$ cat config.mk
export PLATFORM = sky130hd
export DESIGN_NAME = hs32_fetch
export DESIGN_NICKNAME = d
export VERILOG_FILES = /design/src/rtl/hs32_fetch.sv
export SDC_FILE = /design/constraint.sdc
export NUM_CORES = 1
export LEC_CHECK = 0
export ABC_CLOCK_PERIOD_IN_PS = 12800
export CAP_MARGIN = 0
export CORE_MARGIN = 3
export CORE_UTILIZATION = 25
export CTS_BUF_LIST = sky130_fd_sc_hd__clkbuf_4 sky130_fd_sc_hd__clkbuf_8
export DETAILED_ROUTE_END_ITERATION = 12
export PLACE_DENSITY = 0.55
export SETUP_SLACK_MARGIN = 0.5
export SYNTH_ARGS = -nofsm -noshare
export SYNTH_HDL_FRONTEND = slang
export SYNTH_SLANG_ARGS = --single-unit
$ cat constraint.sdc
create_clock -name clk -period 12.8 [get_ports clk]
set_input_delay 2.56 -clock clk [delete_from_list [all_inputs] [get_ports clk]]
set_output_delay 2.56 -clock clk [all_outputs]
set_load 0.01 [all_outputs]
$ cat src/rtl/hs32_fetch.sv
// Instruction fetch controller: owns the fetch PC, issues one word read at a time into a
// 2-entry prefetch buffer, and hands buffered instructions to decode over reqd/ackd.
module hs32_fetch #(
  parameter logic [31:0] RESET_PC = 32'h0000_0000
) (
  input  logic        clk,
  input  logic        reset,
  output logic [31:0] maddr,
  output logic        mreq,
  input  logic        mack,
  input  logic [31:0] mdata,
  output logic [31:0] instd,
  output logic [31:0] pcd,
  output logic        ackd,
  input  logic        reqd,
  input  logic        flush,
  input  logic [31:0] newpc
);

  localparam logic [31:0] ResetPcAligned = {RESET_PC[31:2], 2'b00};

  typedef enum logic [1:0] {StIdle, StFetch, StDrain} state_e;

  state_e      r_state, w_state_next;
  logic [31:0] r_fetch_pc, w_fetch_pc_next;
  logic [31:0] r_drain_addr, w_drain_addr_next;
  logic [31:0] r_buf_pc   [2];
  logic [31:0] r_buf_inst [2];
  logic        r_head;
  logic [1:0]  r_count, w_count_next;
  logic        w_ack, w_push, w_pop, w_tail, w_space;
  logic        w_unused_newpc;

  assign w_unused_newpc = ^newpc[1:0];

  assign ackd   = (r_count != 2'd0);
  assign w_pop  = reqd && ackd;
  assign w_ack  = mack && (r_state != StIdle);
  assign w_push = (r_state == StFetch) && mack && !flush;
  // A push only happens with at most one entry held, so the tail is head + count[0].
  assign w_tail = r_head ^ r_count[0];

  assign mreq  = (r_state != StIdle);
  assign maddr = (r_state == StDrain) ? r_drain_addr : r_fetch_pc;
  assign instd = ackd ? r_buf_inst[r_head] : 32'h0;
  assign pcd   = ackd ? r_buf_pc[r_head] : 32'h0;

  always_comb begin
    w_count_next      = r_count;
    w_fetch_pc_next   = r_fetch_pc;
    w_drain_addr_next = r_drain_addr;
    w_state_next      = r_state;

    if (flush) begin
      w_count_next = 2'd0;
    end else if (w_push && !w_pop) begin
      w_count_next = r_count + 2'd1;
    end else if (!w_push && w_pop) begin
      w_count_next = r_count - 2'd1;
    end

    // No request is outstanding whenever this is consulted, so free = 2 - count_next.
    w_space = (w_count_next != 2'd2);

    if (flush) begin
      w_fetch_pc_next = {newpc[31:2], 2'b00};
    end else if (w_push) begin
      w_fetch_pc_next = r_fetch_pc + 32'd4;
    end

    unique case (r_state)
      StIdle: begin
        if (w_space) w_state_next = StFetch;
      end
      StFetch: begin
        if (w_ack) begin
          w_state_next = w_space ? StFetch : StIdle;
        end else if (flush) begin
          // The bus request must complete; remember the abandoned address.
          w_state_next      = StDrain;
          w_drain_addr_next = r_fetch_pc;
        end
      end
      StDrain: begin
        if (w_ack) w_state_next = w_space ? StFetch : StIdle;
      end
      default: w_state_next = StIdle;
    endcase
  end

  always_ff @(posedge clk) begin
    if (reset) begin
      r_state      <= StIdle;
      r_fetch_pc   <= ResetPcAligned;
      r_drain_addr <= ResetPcAligned;
      r_head       <= 1'b0;
      r_count      <= 2'd0;
    end else begin
      r_state      <= w_state_next;
      r_fetch_pc   <= w_fetch_pc_next;
      r_drain_addr <= w_drain_addr_next;
      r_count      <= w_count_next;
      if (w_pop && !flush) r_head <= ~r_head;
    end
  end

  always_ff @(posedge clk) begin
    if (!reset && w_push) begin
      r_buf_pc[w_tail]   <= r_fetch_pc;
      r_buf_inst[w_tail] <= mdata;
    end
  end

endmodule

# Word-level counts from Yosys, hierarchy flattened
# Memories as Yosys holds them, arrays and structs flattened. A register that Yosys moved wholly into a read port is not among the register bits.
# Index checks and enable logic that the tools add are counted.
# classes
eq_ne,6
shifts,0
n_bitwise,3
magnitude_cmp,0
div_mod_pow,0
mux,20
add_sub_neg,3
n_reduce_logical,19
multipliers,0
# op_table
op,n
$mux W32,5
$add A32 B3 Y32 const B,1
$mux W2,7
$logic_and A1 B1 Y1,8
$mux W1,7
$ne A2 B2 Y1 const B,3
$pmux W2 S3,1
$reduce_and A3 Y1,2
$reduce_bool A2 Y1,3
$logic_not A1 Y1,4
$ne A3 B3 Y1 const B,1
$add A2 B1 Y2 const B,1
$eq A2 B1 Y1 const B,1
$eq A2 B2 Y1 const B,1
$logic_not A2 Y1,1
$not A1 Y1,2
$reduce_or A2 Y1,1
$sub A2 B1 Y2 const B,1
$xor A1 B1 Y1,1
# word_totals
memories,2
out_inout_bits,98
wordCells,59
ram_bits,128
latchBits,0
regBits,69
inputBits,69
romBits,0
# mem_list
memory,words,word_bits,rd,rd_clocked_by_memory_dff,wr,line_no,rtl
r_buf_inst,2,32,1,1,1,28,logic [31:0] r_buf_inst [2];
r_buf_pc,2,32,1,1,1,27,logic [31:0] r_buf_pc [2];

# Logic depth before layout (Yosys ltp)
# depth
ltp_word,12
depth_mapped,7
ltp_nobuf,6

# Worst setup path before layout
# No wires, ideal clock.
# synth_path
path_kind,input -> register
start,input port reset
end,"memory r_buf_inst[1][0], enable pin"
setup_ps,657
n_path_buf,2
arrival_time_ps,9321
setup_slack_ps,2822
required_ps,12143
path_stages,3
cell_sequence,buf_2 -> clkbuf_1 -> nor4b_1
# synth_via
elab_chain_cells,4
# synth_lines
item,line_no,rtl
from (decl),7,"input logic reset,"
$logic_not A1 Y1,108,if (!reset && w_push) begin
$logic_and A1 B1 Y1,108,
$mux W1,108,
$mux W1 (implied by the code),110,r_buf_inst[w_tail] <= mdata;
to (decl),28,
# Every way passes these cells.

# Worst setup path in the final report
# layout_path
start,register r_state[1]
end,output port maddr[20]
# layout_via
elab_chain_cells,2
# layout_lines
item,line_no,rtl
from (decl),24,"state_e r_state, w_state_next;"
from (signal assigned),93,r_state <= StIdle;
from (signal assigned),99,r_state <= w_state_next;
$eq A2 B2 Y1,44,assign maddr = (r_state == StDrain) ? r_drain_addr : r_fetch_pc;
$mux W32,44,
to (decl),8,"output logic [31:0] maddr,"
# Every way passes these cells.

==> results.json <==
{
  "clk_path_buf_depth": 2,
  "grt_use_met1_pct": 16.29,
  "ioPinCount": 167,
  "drt_wl_total_um": 21200,
  "routedWlPerCell_um": 16.49,
  "drive_above_1_share_pct": 9.529,
  "cp_max_fo": 34,
  "io_buffers": 160,
  "maxSlewViolCount": 0,
  "synth_cell_type_count": 47,
  "synth_top_area_share_pct": 45.81,
  "gr-usage-met3_pct": 3.025,
  "syn2layout_area_growth_pct": 30.35,
  "min_period_over_period_pct": 41.45,
  "dieWidth_um": 186.3,
  "viasPerCell": 4.550,
  "start_kind": "flop",
  "gr-usage-met2_pct": 19.97,
  "synth_area_per_cell_um2": 11.65,
  "core-area_mm2": 0.03180,
  "gp_congestion": 0.7062,
  "r2r_start": "r_state[0]",
  "dp_slack_ns": 7.175,
  "hp-start": "r_drain_addr[20]",
  "worst_ep_arrival_time_ns": 2.75,
  "ys_top_cells_by_area": "edfxtp_1 (46%), dfxtp_1 (16%), mux2i_1 (7.6%)",
  "cts_resized": 0,
  "grt_antenna_before_repair": 0,
  "holdWs_ns": 0.4563,
  "crit_path_start": "r_state[1]",
  "synth-main-ff-cell": "edfxtp_1",
  "dp_hpwl_um": 13720,
  "drt_iter0_drc": 324,
  "gr-max-usage-layer": "met2",
  "start_util_pct": 25.56,
  "post_cts_buffers": 0,
  "fin_util_pct": 33.32,
  "rows": 65,
  "diodes": 0,
  "synth_top_area_cell": "edfxtp_1",
  "cts_hold_buf": 0,
  "die-area_mm2": 0.03472,
  "rsz0062_at_grt": "no",
  "die_y_um": 186.3,
  "clock_sinks": 190,
  "cts_tree": "yes",
  "drv_cap": 0,
  "grt_pass1_vias": 5637,
  "final-hold-violation-count": 0,
  "drt_drc_violations_left": 0,
  "syn_inst": 698,
  "period_needed_ns": 5.306,
  "grt.total_usage_pct": 12.12,
  "synth_edf_count": 124,
  "synth_seq_cells": 190,
  "antenna_left": 0,
  "yosysMostFrequentCell": "edfxtp_1",
  "fin_ws_ns": 7.494,
  "crit_required_ns": 10.24,
  "numCtsBuffers": 17,
  "skew_ns": 0.01955,
  "status": "finished, final reports clean",
  "slew_headroom_pct": 31.43,
  "dr.pass1.iters": 4,
  "ir_drop_uv": 71.54,
  "synth_area_mm2": 0.008129,
  "grt_max_degree": 73,
  "powerDensity_mw_per_mm2": 118.6,
  "ys_seq_area_share_pct": 62.06,
  "p_leak_uw": 0.003272,
  "grt_pass1_wl_um": 33060,
  "grt_overflow": 0,
  "num_vias": 5847,
  "max_freq_mhz": 188.5,
  "cts_root_buf": "clkbuf_8",
  "cts_max_level": 4,
  "synth_common_cells": "edfxtp_1 (124), nor2_1 (90), nand2_1 (81), dfxtp_1 (66), mux2i_1 (62)",
  "tightest_slew_ns": 1.026,
  "setup_viol": 0,
  "cp-end-kind": "output pin",
  "yosys_warnings": 0,
  "nets": 908,
  "synthArstFlopShare_pct": 0,
  "hold_class": "flop to flop",
  "insertion_delay_ns": 0.45,
  "setup_tns_ns": 0,
  "criticalPathCategory": "flop to output pin",
  "path_clk_slew_ns": 0.09
}
cell usage in the layout, fill, tap and decap left out, types with 9 or more instances in the layout:
master,Yosys,layout
or4_1,14,14
a311oi_1,17,17
clkdlybuf4s50_1,0,159
dfxtp_1,66,65
o21ai_0,10,10
clkbuf_8,0,17
o31ai_1,12,12
nor2_1,90,90
mux2i_1,62,62
edfxtp_1,124,124
nand3_1,10,10
mux2_2,27,27
buf_4,4,12
a21oi_1,41,41
inv_1,9,9
nand2_1,81,81
registers in the layout, indices dropped and copies added (netlist names), named ones only:
name,count
r_head,1
r_buf_pc,60
r_buf_inst,64
r_count,2
r_fetch_pc,30
r_drain_addr,30
r_state,2
worst paths after layout:
path / cells after the start / endpoint / slack (ns)
setup / recovery: 3 / maddr[20] / 7.49
hold / removal: 2 / r_drain_addr[20] / 0.46
setup reg to reg: 4 / r_fetch_pc[23] / 9.74
hold reg to reg: 2 / r_drain_addr[20] / 0.46
critical path, cell delays in order (launching register included):
cell and delay (ns):
dfxtp_1 0.46, nor2b_4 0.88, mux2_2 0.43, clkdlybuf4s50_1 0.52
logic make-up (layout without fill, tap and decap cells):
family / after synthesis / in the layout / share of synthesized area, %
AND/OR/NAND/NOR: 241 / 241 / 13.82
flip-flops: 190 / 190 / 62.06
AO/OA/AOI/OAI: 98 / 98 / 7.850
multiplexers: 89 / 89 / 11.37
buffers and inverters: 65 / 214 / 3.247
XOR/XNOR: 12 / 12 / 1.293
adder cells (fa/ha/maj): 2 / 2 / 0.3078
other: 1 / 4 / 0.04613
report_power, final:
part	total [µW]	internal, µW	switching (µW)
registers	688	668	20.8
clock network	419	188	231
logic	150	78.5	71.4
total	1260	934	323
stage by stage:
step           instance area, µm²  instances  total power, µW
2_1_floorplan                8140        701            767.6
4_1_cts                     10600       1285             1275
3_5_place_dp                10180       1253            854.5
6_report                    10600       1285             1257
3_3_place_gp                10180       1253            853.0
5_1_grt                     10600       1285             1314
routing by layer:
metal	vias up	wire length, µm
met5	-	0
met4	0	220
met3	11	960
met2	162	9915
met1	2848	10100
li1	2826	-
layout make-up:
| cell class | count | area, µm² |
|---|---|---|
| Sequential cell | 190 | 5049 |
| Clock inverter | 13 | 170.2 |
| Multi-Input combinational cell | 446 | 2860 |
| Clock buffer | 19 | 249.0 |
| Fill cell | 3198 | 21200 |
| Inverter | 10 | 37.54 |
| Tap cell | 435 | 544.3 |
| Timing Repair Buffer | 172 | 1687 |
No activity file was read; power rests on OpenSTA's default activity.
